--- config.mk ---
export PLATFORM = sky130hd
export DESIGN_NAME = decode_queue
export DESIGN_NICKNAME = d
export VERILOG_FILES = /design/src/rtl/decode_queue.sv
export SDC_FILE = /design/constraint.sdc
export NUM_CORES = 1
export LEC_CHECK = 0
export BUFFER_PORTS_ARGS = -buffer_cell sky130_fd_sc_hd__buf_4
export CAP_MARGIN = 10
export CORE_MARGIN = 4
export CORE_UTILIZATION = 50
export DETAILED_ROUTE_END_ITERATION = 16
export GPL_TIMING_DRIVEN = 0
export PLACE_DENSITY = 0.71
export SETUP_SLACK_MARGIN = 0.15
export SLEW_MARGIN = 10
export SYNTH_ARGS = -nofsm -noshare
export SYNTH_HDL_FRONTEND = slang
export SYNTH_SLANG_ARGS = --single-unit
--- constraint.sdc ---
create_clock -name clk -period 4.6 [get_ports clk]
set_clock_uncertainty 0.05 [all_clocks]
set_input_delay 1.15 -clock clk [delete_from_list [all_inputs] [get_ports clk]]
set_output_delay 1.15 -clock clk [all_outputs]
set_load 0.005 [all_outputs]
--- src/rtl/decode_queue.sv ---
// decode_queue: FIFO of fetched {pc, instr} pairs feeding a registered RV32I
// decode stage. Both sides use valid/ready handshakes, and flush discards all
// queued and registered instructions.
// Optional feature: define DECODE_MEXT_EN to accept RV32M (R-type funct7 = 0000001).
// alu_control encoding: R-type -> {funct7[5], funct3}; memory/upper/jalr -> 4'b0000 (add);
// branch -> 4'b1000 (sub); unset -> 4'b1111; illegal -> 4'b0000.
module decode_queue #(
    parameter int FIFO_DEPTH = 4,
    parameter int PC_WIDTH   = 32
) (
    input  logic                          clk,
    input  logic                          rst_n,
    input  logic                          flush,
    input  logic                          in_valid,
    output logic                          in_ready,
    input  logic [31:0]                   in_instr,
    input  logic [PC_WIDTH-1:0]           in_pc,
    output logic                          out_valid,
    input  logic                          out_ready,
    output logic [31:0]                   out_instr,
    output logic [PC_WIDTH-1:0]           out_pc,
    output logic [6:0]                    opcode,
    output logic [2:0]                    funct3,
    output logic [6:0]                    funct7,
    output logic [4:0]                    rd,
    output logic [4:0]                    rs1,
    output logic [4:0]                    rs2,
    output logic [31:0]                   imm_ext,
    output logic [3:0]                    alu_control,
    output logic                          writes_rd,
    output logic                          uses_rs1,
    output logic                          uses_rs2,
    output logic                          illegal,
    output logic [$clog2(FIFO_DEPTH):0]   fifo_count
);
    localparam int AW = $clog2(FIFO_DEPTH);
    localparam int CW = AW + 1;

    typedef enum logic [6:0] {
        OP_R      = 7'b0110011,
        OP_ILOGIC = 7'b0010011,
        OP_ILOAD  = 7'b0000011,
        OP_IJALR  = 7'b1100111,
        OP_S      = 7'b0100011,
        OP_B      = 7'b1100011,
        OP_J      = 7'b1101111,
        OP_AUIPC  = 7'b0010111,
        OP_LUI    = 7'b0110111
    } opcode_e;

    typedef enum logic [1:0] {
        UNSET,
        MEMORY_ACCESS,
        BRANCH,
        REGISTER_OPERATION
    } alu_op_e;

    logic [31:0]         mem_instr [FIFO_DEPTH];
    logic [PC_WIDTH-1:0] mem_pc    [FIFO_DEPTH];
    logic [AW-1:0]       wr_ptr, rd_ptr;
    logic [CW-1:0]       count;
    logic                push, load;
    logic [31:0]         head_instr;
    logic [PC_WIDTH-1:0] head_pc;

    assign in_ready   = (count < CW'(FIFO_DEPTH));
    assign fifo_count = count;
    assign push       = in_valid && in_ready;
    // Load decisions use the pre-edge count, so a fresh push is never bypassed.
    assign load       = (count != '0) && (!out_valid || out_ready);
    assign head_instr = mem_instr[rd_ptr];
    assign head_pc    = mem_pc[rd_ptr];

    // Queue storage: written at the tail on every accepted push.
    always_ff @(posedge clk) begin
        if (push) begin
            mem_instr[wr_ptr] <= in_instr;
            mem_pc[wr_ptr]    <= in_pc;
        end
    end

    // Pointers and occupancy; flush empties the queue and drops same-cycle push/pop.
    always_ff @(posedge clk or negedge rst_n) begin
        if (!rst_n) begin
            wr_ptr <= '0;
            rd_ptr <= '0;
            count  <= '0;
        end else if (flush) begin
            wr_ptr <= '0;
            rd_ptr <= '0;
            count  <= '0;
        end else begin
            if (push) wr_ptr <= wr_ptr + 1'b1;
            if (load) rd_ptr <= rd_ptr + 1'b1;
            case ({push, load})
                2'b10:   count <= count + 1'b1;
                2'b01:   count <= count - 1'b1;
                default: count <= count;
            endcase
        end
    end

    logic        legal, r_funct7_ok;
    logic        d_writes_rd, d_uses_rs1, d_uses_rs2, d_has_funct7;
    logic [31:0] d_imm;
    alu_op_e     d_alu_op;
    logic [3:0]  d_alu_control;

`ifdef DECODE_MEXT_EN
    assign r_funct7_ok = (head_instr[31:25] == 7'b0000000) || (head_instr[31:25] == 7'b0100000) ||
                         (head_instr[31:25] == 7'b0000001);
`else
    assign r_funct7_ok = (head_instr[31:25] == 7'b0000000) || (head_instr[31:25] == 7'b0100000);
`endif

    // Opcode classification of the FIFO head: operand usage, immediate and ALU op class.
    always_comb begin
        legal        = 1'b0;
        d_writes_rd  = 1'b0;
        d_uses_rs1   = 1'b0;
        d_uses_rs2   = 1'b0;
        d_has_funct7 = 1'b0;
        d_imm        = '0;
        d_alu_op     = UNSET;
        case (head_instr[6:0])
            OP_R: begin
                legal        = r_funct7_ok;
                d_writes_rd  = r_funct7_ok;
                d_uses_rs1   = r_funct7_ok;
                d_uses_rs2   = r_funct7_ok;
                d_has_funct7 = r_funct7_ok;
                d_alu_op     = REGISTER_OPERATION;
            end
            OP_ILOGIC: begin
                legal        = 1'b1;
                d_writes_rd  = 1'b1;
                d_uses_rs1   = 1'b1;
                d_has_funct7 = 1'b1;
                d_imm        = {{20{head_instr[31]}}, head_instr[31:20]};
            end
            OP_ILOAD, OP_IJALR: begin
                legal       = 1'b1;
                d_writes_rd = 1'b1;
                d_uses_rs1  = 1'b1;
                d_imm       = {{20{head_instr[31]}}, head_instr[31:20]};
                d_alu_op    = MEMORY_ACCESS;
            end
            OP_S: begin
                legal      = 1'b1;
                d_uses_rs1 = 1'b1;
                d_uses_rs2 = 1'b1;
                d_imm      = {{20{head_instr[31]}}, head_instr[31:25], head_instr[11:7]};
                d_alu_op   = MEMORY_ACCESS;
            end
            OP_B: begin
                legal      = 1'b1;
                d_uses_rs1 = 1'b1;
                d_uses_rs2 = 1'b1;
                d_imm      = {{19{head_instr[31]}}, head_instr[31], head_instr[7],
                              head_instr[30:25], head_instr[11:8], 1'b0};
                d_alu_op   = BRANCH;
            end
            OP_J: begin
                legal       = 1'b1;
                d_writes_rd = 1'b1;
                d_imm       = {{11{head_instr[31]}}, head_instr[31], head_instr[19:12],
                               head_instr[20], head_instr[30:21], 1'b0};
            end
            OP_AUIPC, OP_LUI: begin
                legal       = 1'b1;
                d_writes_rd = 1'b1;
                d_imm       = {head_instr[31:12], 12'b0};
                d_alu_op    = MEMORY_ACCESS;
            end
            default: legal = 1'b0;
        endcase
    end

    // ALU decoder: maps the op class plus function fields to an ALU control code.
    always_comb begin
        d_alu_control = 4'b0000;
        if (legal) begin
            case (d_alu_op)
                REGISTER_OPERATION: d_alu_control = {head_instr[30], head_instr[14:12]};
                MEMORY_ACCESS:      d_alu_control = 4'b0000;
                BRANCH:             d_alu_control = 4'b1000;
                default:            d_alu_control = 4'b1111;
            endcase
        end
    end

    // Output register: loads the decoded head, holds while stalled, clears on flush.
    always_ff @(posedge clk or negedge rst_n) begin
        if (!rst_n) begin
            out_valid   <= 1'b0;
            out_instr   <= '0;
            out_pc      <= '0;
            opcode      <= '0;
            funct3      <= '0;
            funct7      <= '0;
            rd          <= '0;
            rs1         <= '0;
            rs2         <= '0;
            imm_ext     <= '0;
            alu_control <= '0;
            writes_rd   <= 1'b0;
            uses_rs1    <= 1'b0;
            uses_rs2    <= 1'b0;
            illegal     <= 1'b0;
        end else if (flush) begin
            out_valid   <= 1'b0;
            out_instr   <= '0;
            out_pc      <= '0;
            opcode      <= '0;
            funct3      <= '0;
            funct7      <= '0;
            rd          <= '0;
            rs1         <= '0;
            rs2         <= '0;
            imm_ext     <= '0;
            alu_control <= '0;
            writes_rd   <= 1'b0;
            uses_rs1    <= 1'b0;
            uses_rs2    <= 1'b0;
            illegal     <= 1'b0;
        end else if (load) begin
            out_valid   <= 1'b1;
            out_instr   <= head_instr;
            out_pc      <= head_pc;
            opcode      <= legal ? head_instr[6:0] : 7'b0;
            funct3      <= d_uses_rs1 ? head_instr[14:12] : 3'b0;
            funct7      <= d_has_funct7 ? head_instr[31:25] : 7'b0;
            rd          <= d_writes_rd ? head_instr[11:7] : 5'b0;
            rs1         <= d_uses_rs1 ? head_instr[19:15] : 5'b0;
            rs2         <= d_uses_rs2 ? head_instr[24:20] : 5'b0;
            imm_ext     <= d_imm;
            alu_control <= d_alu_control;
            writes_rd   <= d_writes_rd;
            uses_rs1    <= d_uses_rs1;
            uses_rs2    <= d_uses_rs2;
            illegal     <= !legal;
        end else if (out_ready) begin
            out_valid <= 1'b0;
        end
    end
endmodule

**Word-level counts from Yosys, hierarchy flattened**

Memory sizes are Yosys's and may differ from the RTL's.
Cells that the tools add are included.

- Memories kept: 2
- Memory bits (writable): 256
- Output and inout bits: 141
- Word-level logic and storage cells: 113
- Flip-flop bits (word level): 144
- Input port bits: 69

Memory list:

| name | depth | width | rd ports | clocked after memory_dff | write ports | line | source |
|---|---|---|---|---|---|---|---|
| mem_instr | 4 | 32 | 1 | 0 | 1 | 58 | `logic [31:0] mem_instr [FIFO_DEPTH];` |
| mem_pc | 4 | 32 | 1 | 0 | 1 | 59 | `logic [PC_WIDTH-1:0] mem_pc [FIFO_DEPTH];` |

- Add/sub/neg operators: 4
- Equality and inequality tests: 15
- Muxes and demuxes: 54
- Reductions and logical operators: 19
- $lt $le $gt $ge: 1

Operators by type and width:

| cell | count |
|---|---|
| 32-bit two-way mux | 6 |
| 32-bit case mux with 5 select lines | 1 |
| 5-bit two-way mux | 9 |
| 7-bit two-way mux | 6 |
| 7-bit by 6-bit == test with 1-bit output (second input constant) | 4 |
| 7-bit == test (second input constant) | 3 |
| 7-bit by 5-bit == test with 1-bit output (second input constant) | 2 |
| 1-bit two-way mux | 13 |
| 3-bit two-way mux | 4 |
| 4-bit two-way mux | 3 |
| 4-bit case mux with 3 select lines | 1 |
| 1-bit case mux with 2 select lines | 5 |
| 5-bit OR reduction | 2 |
| 3-bit nonzero test | 3 |
| 2-bit two-way mux | 4 |
| 8-bit OR reduction | 1 |
| 7-bit by 2-bit == test with 1-bit output (second input constant) | 1 |
| 7-bit zero test | 1 |
| 2-bit == test (second input constant) | 3 |
| 2-bit case mux with 3 select lines | 1 |
| 3-bit case mux with 2 select lines | 1 |
| 6-bit OR reduction | 1 |
| 2-bit by 1-bit adder with 2-bit output (second input constant) | 2 |
| 2-bit by 1-bit == test with 1-bit output (second input constant) | 2 |
| 9 further kinds | 14 |

**Longest topological paths before layout**

An unclocked memory read counts as a cell.

- Depth after elaboration: 9
- Depth in mapped cells: 9
- Mapped depth without buffers: 7

**Worst setup path before layout**

No wires, ideal clock.

- Path type: input to register
- Start: input port in_valid
- End: memory mem_instr[0][0] (enable)
- Path slack: 1040 ps
- Arrival time: 3081 ps
- Required time: 4121 ps
- Path buffers: 1
- Stages: 3
- Setup time: 429 ps
- Path through: nor2b_1 > clkbuf_1 > and2_1

- Cells in the longest elaborated chain, start to end: 3

RTL lines:

| element | line | source |
|---|---|---|
| start, declared | 14 | `input logic in_valid,` |
| 1-bit logical AND | 68 | `assign push = in_valid && in_ready;` |
| 1-bit two-way mux | 76 | `if (push) begin` |
| 1-bit two-way mux (not written as such) | 77 | `mem_instr[wr_ptr] <= in_instr;` |
| end, declared | 58 |  |

Every way passes these cells.

**Worst setup path in the final report**

- Start: register rd_ptr[1]
- End: register funct3[0]

- Cells in the longest elaborated chain, start to end: 7
- Elaborated cells on any way between the ends: 15
- Those cells by class: eq/ne (7); mux (4); reduce/logical (3); memory (1)

RTL lines:

| element | line | source |
|---|---|---|
| start, declared | 60 | `logic [AW-1:0] wr_ptr, rd_ptr;` |
| start signal, assigned | 94 | `if (load) rd_ptr <= rd_ptr + 1'b1;` |
| memory 4 x 32 bit * | n/a |  |
| 7-bit == test, or another cell as far along | 125 | `case (head_instr[6:0])` |
| 5-bit OR reduction (no source line) / 1-bit logical OR (equally long branches) | n/a |  |
| 1-bit case mux with 2 select lines | 125 |  |
| 3-bit two-way mux * | 231 | `funct3 <= d_uses_rs1 ? head_instr[14:12] : 3'b0;` |
| 3-bit two-way mux * | 226 | `end else if (load) begin` |
| 3-bit two-way mux * | 210 | `end else if (flush) begin` |
| end signal, assigned | 231 |  |
| end, declared | 23 | `output logic [2:0] funct3,` |

Mark *: on every way between the ends. The rest lies on a longest branch, timed or not. The select of a mux whose other input is x is not followed.
A chain may end at the register's enable or synchronous reset.

==> impl_results.html <==
<table>
<tr><th>Metric</th><th>Value</th></tr>
<tr><th colspan="2">Power and ir drop</th></tr>
<tr><td>Power Density</td><td>588 nW/µm²</td></tr>
<tr><td>Relative contribution of combinational cells to total power</td><td>29.1%</td></tr>
<tr><td>Sw frac</td><td>32.0%</td></tr>
<tr><td>Worst IR drop on VDD</td><td>0.414 mV</td></tr>
<tr><td>Lkg Pwr</td><td>0.00728 µW</td></tr>
<tr><td>P_sw</td><td>3560 µW</td></tr>
<tr><td>Clock power share</td><td>28.3%</td></tr>
<tr><td>Internal power of the cells</td><td>7570 µW</td></tr>
<tr><td>Relative contribution of sequential cells to total power</td><td>42.6%</td></tr>
<tr><th colspan="2">Clock tree</th></tr>
<tr><td>CTS tree</td><td>built</td></tr>
<tr><td>Clock Sinks</td><td>400</td></tr>
<tr><td>Source-to-sink clock delay at the later pin of the worst-skew pair</td><td>0.53 ns</td></tr>
<tr><td>Root buffer cell</td><td>clkbuf_16</td></tr>
<tr><td>Clock-pin slew on the worst setup and hold paths</td><td>0.06 ns</td></tr>
<tr><td>Post-cts gate resize count</td><td>0</td></tr>
<tr><td>Hold-fix buffer count after cts</td><td>0</td></tr>
<tr><td>CTS H-Tree Depth</td><td>2</td></tr>
<tr><td>Setup Fix Bufs, Post-CTS</td><td>0</td></tr>
<tr><td>Number of buffers created by CTS</td><td>40</td></tr>
<tr><td>Number of buffers between clock root and the deepest sink</td><td>3</td></tr>
<tr><th colspan="2">Critical path</th></tr>
<tr><td>Endpoint of the lowest-slack register-to-register path</td><td>funct3[0]</td></tr>
<tr><td>Required time at the worst-slack endpoint</td><td>4.98 ns</td></tr>
<tr><td>Classification of the worst setup path</td><td>reg -&gt; reg</td></tr>
<tr><td>First element of the critical path</td><td>rd_ptr[1]</td></tr>
<tr><td>Length in cells of the worst reg-to-reg path</td><td>7</td></tr>
<tr><td>Arrival time at the worst endpoint</td><td>3.64 ns</td></tr>
<tr><td>Startpoint types</td><td>flip-flop</td></tr>
<tr><td>Endpoint of the worst setup timing path</td><td>funct3[0]</td></tr>
<tr><td>Maximum fanout along the worst path</td><td>10</td></tr>
<tr><td>Worst r2r src</td><td>rd_ptr[1]</td></tr>
<tr><td>CP endpoint kind</td><td>flip-flop</td></tr>
<tr><td>Reg2Reg Setup Slack</td><td>1.34 ns</td></tr>
<tr><th colspan="2">STA</th></tr>
<tr><td>Max Freq</td><td>307 MHz</td></tr>
<tr><td>Shortest period the worst path allows</td><td>3.26 ns</td></tr>
<tr><td>Worst hold-check slack</td><td>0.431 ns</td></tr>
<tr><td>Post-layout worst setup margin</td><td>1.34 ns</td></tr>
<tr><td>Worst rel slew slack</td><td>36.2%</td></tr>
<tr><td>Worst Max-Slew Pin Slew</td><td>0.955 ns</td></tr>
<tr><td>Slew Limit Fails</td><td>0</td></tr>
<tr><td>Setup tns final</td><td>0 ns</td></tr>
<tr><td>Hold Vio Cnt, Final</td><td>0</td></tr>
<tr><td>Fin crit share</td><td>70.8%</td></tr>
<tr><td>Final-report setup violation count</td><td>0</td></tr>
<tr><td>RSZ-0062 raised after global routing</td><td>false</td></tr>
<tr><th colspan="2">Routing</th></tr>
<tr><td>DR vias/cell</td><td>5.64</td></tr>
<tr><td>Router iterations before antenna repair</td><td>5</td></tr>
<tr><td>Wirelength, routed</td><td>37.5 mm</td></tr>
<tr><td>Vias</td><td>9,466</td></tr>
<tr><td>Wire length per cell</td><td>22.4 µm</td></tr>
<tr><td>Detailed Route Iter0 Violations</td><td>882</td></tr>
<tr><td>DRC Markers</td><td>0</td></tr>
<tr><td>Number of nets with antenna violations after detailed routing</td><td>0</td></tr>
<tr><th colspan="2">Outcome</th></tr>
<tr><td>Result of the run</td><td>complete, no violations</td></tr>
<tr><th colspan="2">Global routing</th></tr>
<tr><td>Initial antenna violation count</td><td>2</td></tr>
<tr><td>Largest net degree at the start of global routing</td><td>92</td></tr>
<tr><td>Total gr overflow</td><td>0</td></tr>
<tr><td>Wire length of the first global-routing pass</td><td>56.8 mm</td></tr>
<tr><td>Vias in the first global route</td><td>9,453</td></tr>
<tr><td>GRT Total Usage</td><td>22.1%</td></tr>
<tr><th colspan="2">Yosys</th></tr>
<tr><td>Number of cells produced by synthesis</td><td>994</td></tr>
<tr><td>Compound-gate portion of the synthesized area</td><td>7.68%</td></tr>
<tr><td>Main combinational cell family by area after synthesis</td><td>multiplexers</td></tr>
<tr><td>Fraction of synthesized area in multiplexers</td><td>9.54%</td></tr>
<tr><td>Mean cell area of the mapped netlist</td><td>15.5 µm²</td></tr>
<tr><td>Synth Area in XOR/XNOR</td><td>0.283%</td></tr>
<tr><td>Dominant register cell in the synthesized netlist</td><td>edfxtp_1</td></tr>
<tr><td>Number of enable-type register cells in the synthesized netlist</td><td>256</td></tr>
<tr><td>Count of cell types in the netlist</td><td>54</td></tr>
<tr><td>Post-synthesis adder-cell area fraction</td><td>0.453%</td></tr>
<tr><td>Register bit count reported by yosys</td><td>400</td></tr>
<tr><td>Synth warn</td><td>0</td></tr>
<tr><td>Net count after synthesis</td><td>1,068</td></tr>
<tr><td>Simple-gate share of the synthesized area</td><td>7.26%</td></tr>
<tr><td>Proportion of synthesized chip area in sequential cells</td><td>73.1%</td></tr>
<tr><td>Mapped cell area</td><td>15,500 µm²</td></tr>
<tr><td>Ys async rst share</td><td>36.0%</td></tr>
<tr><th colspan="2">Cells and area</th></tr>
<tr><td>Antenna diode count</td><td>0</td></tr>
<tr><td>Area overhead of the layout relative to synthesis</td><td>22.5%</td></tr>
<tr><td>Area of all placed cells without fillers</td><td>18,900 µm²</td></tr>
<tr><td>Layout Cells excl Fill</td><td>1,677</td></tr>
<tr><td>Commonest cells after routing, fill and taps aside</td><td>edfxtp_1, buf_4, nand2_1, dfrtp_1, a21oi_1</td></tr>
<tr><td>Proportion of layout cells with a drive suffix above 1</td><td>27.6%</td></tr>
<tr><td>Layout net count</td><td>1,324</td></tr>
<tr><td>Most common cell after layout, fill and taps aside</td><td>edfxtp_1</td></tr>
<tr><th colspan="2">Die</th></tr>
<tr><td>Die Y</td><td>184 µm</td></tr>
<tr><td>Total number of placement rows</td><td>64</td></tr>
<tr><td>Die Width</td><td>184 µm</td></tr>
<tr><td>Starting density of the core</td><td>50.6%</td></tr>
<tr><td>Total I/O pin count</td><td>210</td></tr>
<tr><td>Floorplan core area</td><td>30,500 µm²</td></tr>
<tr><td>Die Area</td><td>33,800 µm²</td></tr>
<tr><th colspan="2">Placement</th></tr>
<tr><td>GPL Wtd Cong</td><td>0.926</td></tr>
<tr><td>Post-DP HPWL</td><td>25.3 mm</td></tr>
<tr><td>Placed Instances</td><td>1,604</td></tr>
<tr><td>Placed Instance Area</td><td>17,600 µm²</td></tr>
<tr><td>DP Worst Slack</td><td>1.21 ns</td></tr>
<tr><td>Port-buffer cells</td><td>209</td></tr>
<tr><th colspan="2">Worst hold path</th></tr>
<tr><td>Worst Hold Depth</td><td>2</td></tr>
<tr><td>Worst hold path type</td><td>reg -&gt; reg</td></tr>
<tr><th colspan="2">Job</th></tr>
<tr><td>Count of max-cap constraint violations</td><td>0</td></tr>
</table>
==> flip-flops by register name (all words and copies together), names as in the netlist <==
signal	cells
out_pc	32
funct7	7
funct3	3
alu_control	4
rd_ptr	2
rs2	5
uses_rs2	1
writes_rd	1
wr_ptr	2
mem_instr	128
imm_ext	32
illegal	1
rd	5
out_instr	32
opcode	7
out_valid	1
uses_rs1	1
rs1	5
mem_pc	128
fifo_count	3
==> critical path, stage by stage, from the launching register on <==
cell and delay (ns):
dfrtp_1 0.35, clkbuf_1 0.48, buf_2 0.41, mux4_2 0.39, or4_4 0.47, o21ai_0 0.41, a21oi_1 0.33, o21ai_0 0.25
==> Yosys cell counts (all sizes together), types with 2 or more instances <==
cell / count / area share, %
edfxtp: 256 / 50
nand2: 196 / 4.8
dfrtp: 144 / 23
a21oi: 80 / 2.6
mux4: 64 / 9.4
o21ai: 50 / 1.6
clkbuf: 49 / 1.2
a22oi: 23 / 1.1
nor2: 17 / 0.41
a22o: 16 / 0.91
buf: 11 / 0.39
nand2b: 8 / 0.32
and2: 6 / 0.24
inv: 6 / 0.15
nor2b: 6 / 0.24
a21o: 5 / 0.24
nor3: 5 / 0.16
ha: 4 / 0.32
nand4: 4 / 0.16
a32o: 3 / 0.20
nand3: 3 / 0.097
xnor2: 3 / 0.17
a32oi: 2 / 0.11
nand3b: 2 / 0.097
nand4b: 2 / 0.11
nor3b: 2 / 0.097
o22ai: 2 / 0.081
o31ai: 2 / 0.19
o32a: 2 / 0.13
o32ai: 2 / 0.16
or2: 2 / 0.081
or3: 2 / 0.081
xor2: 2 / 0.11
==> metal layers <==
| metal | wire length (µm) | track usage, % | part of all wire [%] | vias to the layer above |
|---|---|---|---|---|
| li1 | - | - | - | 4255 |
| met2 | 17500 | 34.4 | 47 | 360 |
| met4 | 723 | 5.26 | 1.9 | 4 |
| met5 | 20 | 0 | 0.053 | - |
| met1 | 15700 | 31.8 | 42 | 4793 |
| met3 | 3530 | 5.96 | 9.4 | 54 |
==> area by class of cell <==
| class | instances | area (µm²) |
|---|---|---|
| Fill cell | 2309 | 11600 |
| Sequential cell | 400 | 11300 |
| Multi-Input combinational cell | 528 | 3910 |
| Timing Repair Buffer | 214 | 1690 |
| Clock buffer | 60 | 1190 |
| Tap cell | 396 | 495 |
| Buffer | 60 | 244 |
| Clock inverter | 13 | 91.3 |
| Inverter | 6 | 22.5 |
==> per-stage QoR <==
stage | util [%] | total power (µW)
3_5_place_dp | 57.8 | 8050
5_1_grt | 62.0 | 11700
4_1_cts | 62.0 | 11200
2_1_floorplan | - | 6610
6_report | 62.0 | 11100
3_3_place_gp | 57.4 | 7960
==> worst min path at each step <==
stage | startpoint | to
5_1_grt | out_instr[25] | out_instr[25]
3_5_place_dp | opcode[1] | opcode[1]
4_1_cts | opcode[1] | opcode[1]
3_3_place_gp | opcode[1] | opcode[1]
6_report | uses_rs1 | uses_rs1
2_1_floorplan | out_instr[25] | out_instr[25]
==> power by group through the flow <==
stage / Combinational (µW) / Sequential [µW] / Clock, µW
floorplan: 1870 / 4740 / 0
global placement: 3140 / 4820 / 0
detailed placement: 3250 / 4800 / 0
CTS: 3270 / 4740 / 3200
global route: 3540 / 4780 / 3360
finish: 3240 / 4740 / 3150
==> kinds of logic after synthesis <==
kind of cell / after synthesis
muxes: 66
buffers and inverters: 66
DFF: 400
adders and majority gates: 5
and+or+nand+nor: 261
xor gates and xnor gates: 5
AOI/OAI and AO/OA: 191
Note: power is estimated with default switching activity, not from simulation.
